$ cat src/rtl/regfile_sequencer_pkg.sv
// Shared types and helpers for the register-bank load/dump sequencer.
package regfile_seq_pkg;

  typedef enum logic [2:0] {
    IDLE,
    LOAD,
    DUMP_ADDR,
    DUMP_OUT,
    DONE
  } seq_state_t;

  function automatic int unsigned last_addr(input int unsigned n);
    return (32'd1 << n) - 32'd1;
  endfunction

endpackage

$ cat src/rtl/regfile_sequencer_if.sv
// Stream and register-bank signals of the sequencer.
// master is the sequencer view; slave is the host/bank view.
interface regfile_sequencer_if #(
  parameter int N = 4,
  parameter int W = 16
);
  logic         start_load;
  logic         start_dump;
  logic         in_valid;
  logic [W-1:0] in_data;
  logic         in_ready;
  logic         out_valid;
  logic [W-1:0] out_data;
  logic [N-1:0] out_addr;
  logic         out_ready;
  logic         rf_we;
  logic [N-1:0] rf_addr_rd;
  logic [W-1:0] rf_data_in;
  logic [N-1:0] rf_addr_rs1;
  logic [W-1:0] rf_rs1;
  logic         busy;
  logic         done;

  modport master (
    input  start_load, start_dump, in_valid, in_data, out_ready, rf_rs1,
    output in_ready, out_valid, out_data, out_addr,
           rf_we, rf_addr_rd, rf_data_in, rf_addr_rs1, busy, done
  );

  modport slave (
    output start_load, start_dump, in_valid, in_data, out_ready, rf_rs1,
    input  in_ready, out_valid, out_data, out_addr,
           rf_we, rf_addr_rd, rf_data_in, rf_addr_rs1, busy, done
  );
endinterface

$ cat src/rtl/regfile_sequencer.sv
// Bulk load/dump controller: streams words into registers 1..2^N-1 and
// streams them back out tagged with their address. Register 0 is never touched.
module regfile_sequencer
  import regfile_seq_pkg::*;
#(
  parameter int N = 4,
  parameter int W = 16
) (
  input  logic                clk,
  input  logic                rst,
  regfile_sequencer_if.master bus
);

  localparam logic [N-1:0] FIRST = N'(1);
  localparam logic [N-1:0] LAST  = N'(last_addr(N));

  seq_state_t   state_q, state_d;
  logic [N-1:0] addr_q, addr_d;
  logic [W-1:0] out_data_q, out_data_d;
  logic [N-1:0] out_addr_q, out_addr_d;

  always_ff @(posedge clk or posedge rst) begin
    if (rst) begin
      state_q    <= IDLE;
      addr_q     <= FIRST;
      out_data_q <= '0;
      out_addr_q <= '0;
    end else begin
      state_q    <= state_d;
      addr_q     <= addr_d;
      out_data_q <= out_data_d;
      out_addr_q <= out_addr_d;
    end
  end

  always_comb begin
    state_d    = state_q;
    addr_d     = addr_q;
    out_data_d = out_data_q;
    out_addr_d = out_addr_q;
    unique case (state_q)
      IDLE: begin
        // Load has priority when both starts arrive together.
        if (bus.start_load) begin
          state_d = LOAD;
          addr_d  = FIRST;
        end else if (bus.start_dump) begin
          state_d = DUMP_ADDR;
          addr_d  = FIRST;
        end
      end
      LOAD: begin
        if (bus.in_valid) begin
          if (addr_q == LAST) state_d = DONE;
          else                addr_d  = addr_q + 1'b1;
        end
      end
      DUMP_ADDR: begin
        // The bank read is combinational, so rs1 is valid for capture now.
        out_data_d = bus.rf_rs1;
        out_addr_d = addr_q;
        state_d    = DUMP_OUT;
      end
      DUMP_OUT: begin
        if (bus.out_ready) begin
          if (addr_q == LAST) begin
            state_d = DONE;
          end else begin
            addr_d  = addr_q + 1'b1;
            state_d = DUMP_ADDR;
          end
        end
      end
      DONE:    state_d = IDLE;
      default: state_d = IDLE;
    endcase
  end

  always_comb begin
    bus.in_ready    = 1'b0;
    bus.rf_we       = 1'b0;
    bus.rf_addr_rd  = '0;
    bus.rf_addr_rs1 = '0;
    bus.out_valid   = 1'b0;
    bus.busy        = 1'b0;
    bus.done        = 1'b0;
    unique case (state_q)
      LOAD: begin
        bus.in_ready   = 1'b1;
        bus.rf_we      = bus.in_valid;
        bus.rf_addr_rd = addr_q;
        bus.busy       = 1'b1;
      end
      DUMP_ADDR: begin
        bus.rf_addr_rs1 = addr_q;
        bus.busy        = 1'b1;
      end
      DUMP_OUT: begin
        bus.rf_addr_rs1 = addr_q;
        bus.out_valid   = 1'b1;
        bus.busy        = 1'b1;
      end
      DONE:    bus.done = 1'b1;
      default: ;
    endcase
  end

  assign bus.rf_data_in = bus.in_data;
  assign bus.out_data   = out_data_q;
  assign bus.out_addr   = out_addr_q;

endmodule

$ cat src/flat_wrapper.sv
// flat-port wrapper written by rule: the top's interface ports become plain ports
module regfile_sequencer_flat import regfile_seq_pkg::*;
#(
  parameter int N = 4,
  parameter int W = 16
)
  (clk, rst, bus_start_load, bus_start_dump, bus_in_valid, bus_in_data, bus_out_ready, bus_rf_rs1, bus_in_ready, bus_out_valid, bus_out_data, bus_out_addr, bus_rf_we, bus_rf_addr_rd, bus_rf_data_in, bus_rf_addr_rs1, bus_busy, bus_done);
  regfile_sequencer_if #(.N(N), .W(W)) bus_i ();
  input  logic clk;
  input  logic rst;
  input wire logic [$bits(bus_i.start_load)-1:0] bus_start_load;
  input wire logic [$bits(bus_i.start_dump)-1:0] bus_start_dump;
  input wire logic [$bits(bus_i.in_valid)-1:0] bus_in_valid;
  input wire logic [$bits(bus_i.in_data)-1:0] bus_in_data;
  input wire logic [$bits(bus_i.out_ready)-1:0] bus_out_ready;
  input wire logic [$bits(bus_i.rf_rs1)-1:0] bus_rf_rs1;
  output wire logic [$bits(bus_i.in_ready)-1:0] bus_in_ready;
  output wire logic [$bits(bus_i.out_valid)-1:0] bus_out_valid;
  output wire logic [$bits(bus_i.out_data)-1:0] bus_out_data;
  output wire logic [$bits(bus_i.out_addr)-1:0] bus_out_addr;
  output wire logic [$bits(bus_i.rf_we)-1:0] bus_rf_we;
  output wire logic [$bits(bus_i.rf_addr_rd)-1:0] bus_rf_addr_rd;
  output wire logic [$bits(bus_i.rf_data_in)-1:0] bus_rf_data_in;
  output wire logic [$bits(bus_i.rf_addr_rs1)-1:0] bus_rf_addr_rs1;
  output wire logic [$bits(bus_i.busy)-1:0] bus_busy;
  output wire logic [$bits(bus_i.done)-1:0] bus_done;
  assign bus_i.start_load = bus_start_load;
  assign bus_i.start_dump = bus_start_dump;
  assign bus_i.in_valid = bus_in_valid;
  assign bus_i.in_data = bus_in_data;
  assign bus_i.out_ready = bus_out_ready;
  assign bus_i.rf_rs1 = bus_rf_rs1;
  assign bus_in_ready = bus_i.in_ready;
  assign bus_out_valid = bus_i.out_valid;
  assign bus_out_data = bus_i.out_data;
  assign bus_out_addr = bus_i.out_addr;
  assign bus_rf_we = bus_i.rf_we;
  assign bus_rf_addr_rd = bus_i.rf_addr_rd;
  assign bus_rf_data_in = bus_i.rf_data_in;
  assign bus_rf_addr_rs1 = bus_i.rf_addr_rs1;
  assign bus_busy = bus_i.busy;
  assign bus_done = bus_i.done;
  regfile_sequencer #(.N(N), .W(W)) u_core (.clk(clk), .rst(rst), .bus(bus_i));
endmodule
$ cat config.mk
export PLATFORM = sky130hd
export DESIGN_NAME = regfile_sequencer_flat
export DESIGN_NICKNAME = d
export VERILOG_FILES = /design/src/rtl/regfile_sequencer_pkg.sv /design/src/rtl/regfile_sequencer_if.sv /design/src/rtl/regfile_sequencer.sv /design/src/flat_wrapper.sv
export SDC_FILE = /design/constraint.sdc
export NUM_CORES = 1
export LEC_CHECK = 0
export ABC_CLOCK_PERIOD_IN_PS = 1500
export CAP_MARGIN = 10
export CORE_AREA = 5 5 63 65
export CTS_CLUSTER_DIAMETER = 150
export CTS_CLUSTER_SIZE = 25
export DETAILED_ROUTE_END_ITERATION = 7
export DIE_AREA = 0 0 68 70
export DONT_BUFFER_PORTS = 1
export PLACE_DENSITY = 0.66
export RECOVER_POWER = 100
export SETUP_SLACK_MARGIN = 0.15
export SLEW_MARGIN = 20
export SYNTH_ARGS = -nofsm -noshare
export SYNTH_HDL_FRONTEND = slang
export SYNTH_SLANG_ARGS = --single-unit
$ cat constraint.sdc
create_clock -name clk -period 1.5 [get_ports clk]
set_input_delay 0 -clock clk [delete_from_list [all_inputs] [get_ports clk]]
set_output_delay 0 -clock clk [all_outputs]
set_load 0.02 [all_outputs]
# == Word level (Yosys, flattened, before mapping) ==
# Cells that the tools add are included.
# word_totals
regBits,27
elab_cells,40
# op_classes
add_sub_neg,1
n_eq_ne,9
muxes,20
n_reduce_logical,6
# ops
cell,count
4-bit two-way mux,7
3-bit two-way mux,6
3-bit one-hot mux with 4 select lines,1
4-bit one-hot mux with 3 select lines,1
4-bit AND reduction,2
3-bit by 2-bit equality test with 1-bit output (second input constant),2
1-bit two-way mux,5
4-bit by 1-bit adder with 4-bit output (second input constant),1
4-bit equality test (second input constant),1
2-bit inequality test (second input constant),2
3-bit by 1-bit equality test with 1-bit output (second input constant),1
3-bit equality test (second input constant),1
3-bit zero test,1
3-bit inequality test (second input constant),1
3-bit nonzero test,1
3-bit OR reduction,1
2-bit by 1-bit inequality test with 1-bit output (second input constant),1
2-bit OR reduction,1

# == Longest topological paths before layout ==
# Gate-level depths: netlist (run 1).
# logic_depth
word_depth,4
ltp_mapped,5
mapped_depth_nobuf,4

# == Worst setup path after synthesis (run 1) ==
# No wires, ideal clock.
# synth_path
path_type,reg2reg
startpoint,reg u_core.addr_q[0]
endpoint,reg u_core.addr_q[1]
setup_time_ps,120
t_arrival_ps,1287
slack_ps,93
stages_incl_launch_ff,5
path_buffers,0
synth_period_minus_slack_ps,1407
cell_sequence,dfstp_2 ha_1 nand3_1 and4_1 a31o_2
# synth_between
elab_chain_len,4
# synth_rtl
item,line_no,source
start: declaration,regfile_sequencer.sv:18,"logic [N-1:0] addr_q, addr_d;"
start signal: assignment,regfile_sequencer.sv:30,addr_q <= addr_d;
4-bit by 1-bit adder with 4-bit output or 4-bit equality test (tied branches),n/a,
4-bit two-way mux *,"regfile_sequencer.sv:54, regfile_sequencer.sv:66",
4-bit two-way mux (on tied branches),"regfile_sequencer.sv:65, regfile_sequencer.sv:53",
4-bit one-hot mux with 3 select lines *,regfile_sequencer.sv:41,unique case (state_q)
# Mark *: on every way between the ends. The rest lies on a longest branch, timed or not. The select of a mux whose other input is x is not followed.
# A chain may end at the register's enable or synchronous reset.

# == Worst setup path after layout (run 1) ==
# Ends and elaborated chain as after synthesis.

==> metrics.yaml, run 1 <==
sta:
  clock_skew_ns: 0.001110
  slew_violations: 0
  worst_pin_slew_ns: 0.4489
  rsz0062_at_grt: "yes"
  timing_hold_violations_final: 0
  fin_ws_ns: 0.08439
  post-route-min-period_ns: 1.416
  holdWs_ns: 0.000008860
  setup_viol: 0
  max_slew_margin: 0.7004
  maxClockFrequency_ghz: 0.7064
  final.setup.tns_ns: 0
  final.period_utilization: 0.9437
worst_setup_path:
  cp_max_fo: 5
  reg2reg_depth: 4
  criticalPathCategory: "reg -> reg"
  worst_r2r_endpoint: "u_core.addr_q[1]"
  cp-end-kind: "register"
  reg2reg_from: "u_core.addr_q[0]"
  ff2ff_setup_slack_ns: 0.08
  cp-start-kind: "register"
  cp.required_ns: 1.73
  crit_arrival_ns: 1.65
clocking:
  clockRootBuffer: "clkbuf_4"
  cts_sinks: 27
  clock_latency_ns: 0.32
  numCtsBuffers: 3
  clk_pin_slew_worst_paths_ns: 0.13
  cts_tree: "yes"
  cts-htree-levels: 1
  cts_buffer_depth: 2
routing:
  vias_per_cell: 5.253
  drtAntennaViolNets: 0
  wl_per_cell_um: 18.67
  firstDrtPassIters: 2
  routed_wl_mm: 3.473
  first_iter_violations: 37
  drc: 0
  num_vias: 977
cells_and_area:
  finish.utilization: 0.5589
  stdcell_count: 186
  layout_common_cells: "dfrtp_1, dlygate4sd3_1, mux2_1"
  drive_gt1_frac: 0.4286
  diodes: 0
  syn2layout_area_growth_pct: 24.32
  finalNetCount: 180
  final_common_cell: "dfrtp_1"
pwr:
  leakagePower_nw: 0.7733
  p_sw_frac: 0.4446
  pwr-share-seq: 0.442
  clockPowerShare: 0.077
  peakVddDrop_uv: 1050
  combPwrFrac: 0.481
  p_int_mw: 2.223
  powerDensity_nw_per_um2: 2180
  p_sw_mw: 1.779
global_route:
  grt_antenna_before_repair: 0
  grt_usage: 0.1440
  grt-ovfl-total: 0
  grt_max_degree: 16
  grt_pass1_vias: 1049
  grt_pass1_wl_mm: 5.202
floorplan:
  die_width_um: 68
  core_um2: 3284
  dieArea_um2: 4760
  num_rows: 21
  io_pins: 87
  die_h_um: 70
  initial_utilization: 0.4495
run:
  maxCapViolCount: 0
synthesis:
  syn_area_um2: 1476
  synth_fp_nets: 154
  yosys_warnings: 0
  avgSynthCellArea_um2: 12.84
  ys_seq_area_frac: 0.4585
  synth_seq_cells: 27
  synth.distinct_cells: 31
  syn_inst: 115
place:
  placedCellCount: 149
  gp_congestion: 0.8470
  pre_cts_slack_ns: 0.07537
  dpl.hpwl_mm: 2.401
  io_buffers: 0
hold_path:
  hold-path-endpoint: "bus_rf_data_in[15]"
  hold_class: "in -> out"
  hold_depth: 0
  hp-start: "bus_in_data[15]"
run_status:
  status: "complete, no violations"
[registers in the layout, indices dropped and copies added, names as in the netlist]
register and count:
u_core.bus.out_data 16, u_core.addr_q 4, u_core.bus.out_addr 4, u_core.state_q 3
[how the worst max path moves through the flow]
stage	slack [ns]	from	end
after CTS	0.11	u_core.state_q[1]	u_core.bus.out_data[5]
after floorplan	0.15	u_core.state_q[1]	u_core.bus.out_addr[0]
after global placement	0.12	u_core.state_q[1]	u_core.bus.out_addr[1]
final	0.08	u_core.addr_q[0]	u_core.addr_q[1]
after global routing	0.03	u_core.state_q[1]	u_core.bus.out_data[5]
after detailed placement	0.08	u_core.addr_q[0]	u_core.addr_q[1]
[what timing repair did]
action                                  CTS  global route
pin swaps                                 3             5
hold buffers                             21             0
resized for setup                        26            21
buffers inserted                          9             3
endpoints found under the setup margin   35            38
endpoints found under the hold margin    46             0
[cell families after synthesis]
logic type	after synthesis	share of synthesized area
flip-flops	27	0.4585
multiplexers	23	0.2246
AO/OA/AOI/OAI	7	0.03645
adder cells (fa/ha/maj)	1	0.008473
AND/OR/NAND/NOR	35	0.1475
buffers and inverters	22	0.1246
[worst max-delay path: stages (launching register included)]
cell,delay [ns]
dfstp_1,0.64
ha_4,0.19
nand3_4,0.11
and4_1,0.18
a31o_2,0.20
[power groups by stage]
| stage | registers, mW | clock network, mW | logic (mW) |
|---|---|---|---|
| after floorplan | 1.66 | 0 | 1.46 |
| after global placement | 1.78 | 0 | 1.59 |
| after detailed placement | 1.80 | 0 | 1.63 |
| after CTS | 1.79 | 0.324 | 2.01 |
| after global routing | 1.81 | 0.345 | 2.07 |
| final | 1.77 | 0.309 | 1.92 |
[stage by stage]
stage	instance area (um^2)	power (mW)
global placement	1460	3.364
finish	1836	4.002
global route	1836	4.225
CTS	1832	4.131
floorplan	1494	3.121
detailed placement	1460	3.432
[synthesized netlist by cell type]
cell | n | area share
or2_2 | 1 | 0.0042
mux2_2 | 1 | 0.0076
nor4b_1 | 1 | 0.0059
a31o_2 | 2 | 0.012
ha_1 | 1 | 0.0085
buf_4 | 16 | 0.081
o31ai_1 | 1 | 0.0051
a311o_1 | 1 | 0.0068
mux2_4 | 20 | 0.20
buf_2 | 1 | 0.0034
inv_1 | 2 | 0.0051
a311oi_1 | 1 | 0.0059
dfstp_2 | 1 | 0.018
and2b_4 | 1 | 0.0068
mux2i_1 | 2 | 0.014
nor3_1 | 3 | 0.010
nor2b_4 | 1 | 0.0093
nand3_1 | 4 | 0.014
buf_6 | 1 | 0.0076
and3_1 | 1 | 0.0042
nand2_1 | 1 | 0.0025
a21oi_1 | 2 | 0.0068
and2_1 | 11 | 0.047
nand4_1 | 2 | 0.0085
and2b_1 | 1 | 0.0051
dfrtp_1 | 26 | 0.44
nor2_1 | 3 | 0.0076
buf_12 | 2 | 0.027
nand2b_1 | 3 | 0.013
nor4_1 | 1 | 0.0042
and4_1 | 1 | 0.0059
[per-layer routing]
metal / part of all wire / GRT usage / wire length (um) / vias to the layer above
met2: 0.55 / 0.2602 / 1902 / 54
li1: - / - / - / 435
met5: 0 / 0 / 0 / -
met4: 0.019 / 0.03974 / 66 / 0
met1: 0.36 / 0.1645 / 1255 / 475
met3: 0.072 / 0.03205 / 249 / 13
[layout make-up]
class,instances,area [um^2]
sequential,27,680.7
timing repair buffer,41,384.1
multi-input combinational,66,679.4
fill,281,1449
tap,46,57.56
inverter,2,7.507
clock buffer,4,26.28
Power figures use the tool's default switching activity.
==> inputs of run 2 (changes only) <==
- ABC_AREA: not set -> 1
- CORE_AREA: 5 5 63 65 -> 5 5 62 64
- DIE_AREA: 0 0 68 70 -> 0 0 67 69
- PLACE_DENSITY: 0.66 -> 0.67
==> run 2 against run 1 <==
Routed wire length is 8.7% higher. Highest routed layer unchanged. Largest power group unchanged. Critical endpoint unchanged. Die area decreased by 2.9%. Sequential share of layout area rose by 0.25 points. Total power is 8.7% lower. Combinational power shrank 11%. Worst hold slack barely moved. Global-route usage increased by 1.6 points. Critical path depth is 3 higher. Utilization increased by 0.33 points. Maximum frequency grew 0.69%.
==> metrics.yaml, run 2 <==
run_status:
  status: "complete, no violations"
synthesis:
  muxShareOfSynthArea: 0
  synth_area_leaders: "dfrtp_1, nand2_1, buf_4"
  synth_xor_area_frac: 0
  ys_seq_area_frac: 0.4644
  ys_async_sr_fraction: 1.000
  synth_enable_flop_cells: 0
  syn_area_um2: 1458
  synth_compound_area_frac: 0.06094
  yosysTopAreaCell: "dfrtp_1"
  yosysMostFrequentCell: "nand2_1"
  syn_inst: 185
  yosys_warnings: 0
  synth_top_family_by_area: "simple AND/OR/NAND/NOR gates"
  synth_seq_cells: 27
  synth.distinct_cells: 24
  ys_top_cells_by_count: "nand2_1, dfrtp_1, buf_4, nor2_1, inv_1"
  yosysTopAreaCellShare: 0.4464
  synth-simple-area-share: 0.3176
  synth_ff_type: "dfrtp_1"
  avgSynthCellArea_um2: 7.879
  yosys.area_share.adder: 0.008584
  synth_fp_nets: 224
clocking:
  clock_latency_ns: 0.32
  cts_buffer_depth: 2
  cts_sinks: 27
  cts-htree-levels: 1
  numCtsBuffers: 3
  cts_tree: "yes"
  clk_pin_slew_worst_paths_ns: 0.15
  clockRootBuffer: "clkbuf_4"
place:
  dpl.hpwl_mm: 2.533
  placedCellCount: 217
  pre_cts_slack_ns: -0.01059
  io_buffers: 0
  gp_congestion: 0.8710
global_route:
  grt_pass1_wl_mm: 5.878
  grt_usage: 0.1598
  grt_max_degree: 18
  grt-ovfl-total: 0
  grt_antenna_before_repair: 0
  grt_pass1_vias: 1213
sta:
  post-route-min-period_ns: 1.406
  fin_ws_ns: 0.09407
  final.period_utilization: 0.9373
  clock_skew_ns: 0.006357
  worst_pin_slew_ns: 0.6978
  slew_violations: 0
  maxClockFrequency_ghz: 0.7113
  max_slew_margin: 0.5348
  rsz0062_at_grt: "yes"
  holdWs_ns: 0.000007769
  timing_hold_violations_final: 0
  setup_viol: 0
run:
  maxCapViolCount: 0
worst_setup_path:
  crit_chain: "nor2_4 > buf_4 > nand2_2 > nand2_4 > buf_6 > o21bai_1 > nand2_1"
  cp_slowest_cell: "dfrtp_1"
  worst_r2r_endpoint: "u_core.addr_q[1]"
  ff2ff_setup_slack_ns: 0.09
  cp-start-kind: "register"
  cp-end-kind: "register"
  cp.required_ns: 1.72
  crit_arrival_ns: 1.63
  critPathBufInv: 2
  slowest_delay_ns: 0.54
  reg2reg_depth: 7
  startpoint: "u_core.state_q[2]"
  reg2reg_from: "u_core.state_q[2]"
  criticalPathCategory: "reg -> reg"
  crit_family: "flip-flops"
  cp.depth: 7
  cp_max_fo: 5
floorplan:
  core_um2: 3232
  num_rows: 21
  io_pins: 87
  die_width_um: 67
  dieArea_um2: 4623
  initial_utilization: 0.4510
  die_h_um: 69
hold_path:
  hold_depth: 0
  hp-start: "bus_in_data[13]"
  hold-path-endpoint: "bus_rf_data_in[13]"
  hold_class: "in -> out"
routing:
  num_vias: 1225
  vias_per_cell: 4.900
  wl_per_cell_um: 15.10
  routed_wl_mm: 3.776
  firstDrtPassIters: 5
  first_iter_violations: 83
  drc: 0
  drtAntennaViolNets: 0
cells_and_area:
  layout_common_cells: "nand2_1, dfrtp_1, dlygate4sd3_1"
  drive_gt1_frac: 0.2745
  syn2layout_area_growth_pct: 24.64
  stdcell_count: 250
  finalNetCount: 244
  largest_reg_flops: 16
  diodes: 0
  finish.utilization: 0.5621
  final_common_cell: "nand2_1"
pwr:
  peakVddDrop_uv: 952.8
  power.total_mw: 3.656
  powerDensity_nw_per_um2: 2012
  leakagePower_nw: 0.9217
-- run 2: cell types whose count changed in the layout (fill, tap and decap cells not counted), sizes merged, moves of 3 or more --
| cell | before | now |
|---|---|---|
| o21bai | 0 | 4 |
| inv | 2 | 16 |
| and2 | 11 | 0 |
| nand3 | 4 | 9 |
| mux2 | 21 | 0 |
| buf | 17 | 13 |
| nand2b | 3 | 0 |
| nand2 | 1 | 74 |
| o21ai | 0 | 6 |
| nor2 | 3 | 21 |
-- run 2: worst max-delay path by stage --
stage / to
floorplan: u_core.addr_q[2]
global placement: u_core.addr_q[3]
detailed placement: u_core.addr_q[2]
CTS: u_core.bus.out_addr[0]
global route: u_core.state_q[0]
finish: u_core.addr_q[1]
-- run 2: report_power, final --
group | switching (mW) | internal [mW] | leakage (nW) | total (mW)
Sequential | 0.584 | 1.05 | 0.339 | 1.64
Combinational | 1.08 | 0.623 | 0.568 | 1.70
Clock | 0.215 | 0.102 | 0.0139 | 0.317
Total | 1.88 | 1.78 | 0.922 | 3.66
-- run 2: worst register-to-register path, delay by kind of cell, from the launching register on --
kind / cells / cell delay (ns)
and+or+nand+nor: 4 / 0.32
AOI/OAI and AO/OA: 1 / 0.15
DFF: 1 / 0.54
buffers and inverters: 2 / 0.29
-- run 2: repair_timing --
item	in CTS	in global routing
hold buffers	19	0
gates resized for setup	25	12
setup endpoints to repair	28	40
pin swaps	8	6
endpoints found under the hold margin	32	0
gates cloned	0	0
buffers inserted	8	2
-- run 2: cells by family after synthesis --
| group | Yosys count |
|---|---|
| buf+inv | 36 |
| simple gates | 106 |
| compound gates | 15 |
| fa+ha+maj | 1 |
| flops | 27 |
-- run 2: final cells by class --
| cell class | count | area, um^2 |
|---|---|---|
| Sequential cell | 27 | 678.2 |
| Clock buffer | 3 | 22.52 |
| Timing Repair Buffer | 34 | 304.0 |
| Inverter | 17 | 67.56 |
| Fill cell | 284 | 1415 |
| Tap cell | 46 | 57.56 |
| Multi-Input combinational cell | 122 | 679.4 |
| Clock inverter | 1 | 7.507 |
-- run 2: layer usage --
metal	GRT usage	up-vias	routed length [um]
met1	0.1842	575	1429
met3	0.04221	6	328
met2	0.2860	52	2002
met5	0	-	0
met4	0.03829	0	16
li1	-	592	-
-- run 2: metrics by stage --
step | cell area, um^2 | TNS [ns]
2_1_floorplan | 1460 | 0
3_3_place_gp | 1405 | 0
3_5_place_dp | 1405 | -0.01721
4_1_cts | 1775 | 0
5_1_grt | 1817 | 0
6_report | 1817 | 0
==> inputs of run 3 (changes only) <==
- PLACE_DENSITY: 0.67 -> 0.6
==> run 3 against run 2 <==
Clock power up 1%. Non-clock buffer count up 1. Worst setup slack better by 0.0016 ns. Routed wire length up 4.0%. Combinational power up 11%. Register-to-register slack about the same. Final area up 5.2%. Sequential cell count unchanged. Total power up 5.8%. Maximum frequency up 0.11%. Clock skew up 0.0086 ns. Largest power group unchanged.
==> metrics.yaml, run 3 (synthesis gave the netlist of run 2 again) <==
run_status:
  status: "complete, no violations"
routing:
  wl_per_cell_um: 15.64
  routed_wl_mm: 3.926
  first_iter_violations: 64
  drc: 0
  drtAntennaViolNets: 0
  firstDrtPassIters: 6
  num_vias: 1313
  vias_per_cell: 5.231
worst_setup_path:
  reg2reg_from: "u_core.state_q[0]"
  worst_r2r_endpoint: "u_core.addr_q[0]"
  cp-end-kind: "primary output"
  crit_arrival_ns: 1.40
  cp.required_ns: 1.50
  criticalPathCategory: "reg -> out"
  cp-start-kind: "register"
  cp_max_fo: 5
  ff2ff_setup_slack_ns: 0.1
  reg2reg_depth: 8
sta:
  post-route-min-period_ns: 1.404
  worst_pin_slew_ns: 0.6308
  slew_violations: 0
  clock_skew_ns: 0.01498
  holdWs_ns: 0.000007785
  final.setup.tns_ns: 0
  maxClockFrequency_ghz: 0.7121
  timing_hold_violations_final: 0
  setup_viol: 0
  rsz0062_at_grt: "yes"
  final.period_utilization: 0.9362
  max_slew_margin: 0.5790
cells_and_area:
  largest_reg_flops: 16
  diodes: 0
  fillers: 280
  layout_common_cells: "nand2_1, dfrtp_1, dlygate4sd3_1"
  drive_gt1_frac: 0.3415
  final_area_um2: 1911
  finish.utilization: 0.5912
  final_common_cell: "nand2_1"
  syn2layout_area_growth_pct: 31.07
  finalNetCount: 245
hold_path:
  hp-start: "bus_in_data[15]"
  hold_class: "in -> out"
  hold_depth: 0
  hold-path-endpoint: "bus_rf_data_in[15]"
run:
  maxCapViolCount: 0
global_route:
  grt_pass1_vias: 1261
  grt_usage: 0.1565
  grt-ovfl-total: 0
  grt_pass1_wl_mm: 5.802
  grt_antenna_before_repair: 0
  grt_max_degree: 18
clocking:
  cts_buffer_depth: 2
  clk_pin_slew_worst_paths_ns: 0.16
  cts_sinks: 27
  cts-htree-levels: 1
  clockRootBuffer: "clkbuf_4"
  numCtsBuffers: 3
  cts_tree: "yes"
  clock_latency_ns: 0.33
floorplan:
  io_pins: 87
  die_width_um: 67
  num_rows: 21
  dieArea_um2: 4623
  core_um2: 3232
  initial_utilization: 0.4510
  die_h_um: 69
pwr:
  peakVddDrop_uv: 1032
  pwr-share-seq: 0.431
  clockPowerShare: 0.083
  combPwrFrac: 0.486
  p_sw_frac: 0.5205
  powerDensity_nw_per_um2: 2024
  leakagePower_nw: 0.9187
  p_sw_mw: 2.013
  p_int_mw: 1.854
place:
  io_buffers: 0
  gp_congestion: 0.9191
  dpl.hpwl_mm: 2.559
  dpl_cell_area_um2: 1418
run 3: through the flow:
step	setup slack, ns	power (mW)	instances
6_report	0.09567	3.866	251
5_1_grt	0.006948	4.152	251
2_1_floorplan	0.1513	2.664	185
3_3_place_gp	0.09281	2.868	217
3_5_place_dp	0.01572	2.920	217
4_1_cts	0.08558	3.657	248
run 3: worst max-delay path, cell delays in order (launching register included):
cell and delay, ns:
dfrtp_2 0.48, inv_4 0.10, nand2_4 0.05, a21oi_2 0.13, inv_2 0.11, nor2_4 0.19
run 3: timing repair:
item	CTS	global route
hold buffers	19	0
gates cloned	0	1
endpoints found under the setup margin	24	39
buffers inserted	8	2
gates resized for setup	31	28
hold endpoints to repair	33	0
pin swaps	10	10
run 3: final cells by class:
cell class	instances	area (um^2)	share of cell area
timing repair buffer	35	306.5	0.1604
sequential	27	679.4	0.3556
tap	46	57.56	0.03012
multi-input combinational	122	759.5	0.3975
clock inverter	1	7.507	0.003929
inverter	17	77.57	0.04060
clock buffer	3	22.52	0.01179
run 3: power by group through the flow:
stage / Clock, mW / Sequential (mW) / Combinational (mW)
floorplan: 0 / 1.56 / 1.11
global placement: 0 / 1.63 / 1.24
detailed placement: 0 / 1.64 / 1.28
CTS: 0.335 / 1.63 / 1.69
global route: 0.371 / 1.71 / 2.07
finish: 0.321 / 1.67 / 1.88
run 3: worst max-delay path by stage:
stage	end	start	depth (start not counted)
floorplan	u_core.addr_q[2]	u_core.addr_q[0]	8
global placement	u_core.addr_q[3]	u_core.addr_q[0]	8
detailed placement	u_core.addr_q[2]	u_core.addr_q[0]	8
CTS	bus_rf_addr_rs1[3]	u_core.state_q[0]	5
global route	u_core.addr_q[0]	u_core.state_q[0]	8
finish	bus_rf_addr_rs1[2]	u_core.state_q[0]	5
run 3: metal layers:
layer / up-vias / track usage / wire (um)
met3: 14 / 0.04383 / 421
li1: 599 / - / -
met1: 623 / 0.1780 / 1462
met2: 77 / 0.2806 / 1961
met5: - / 0 / 0
met4: 0 / 0.03829 / 81
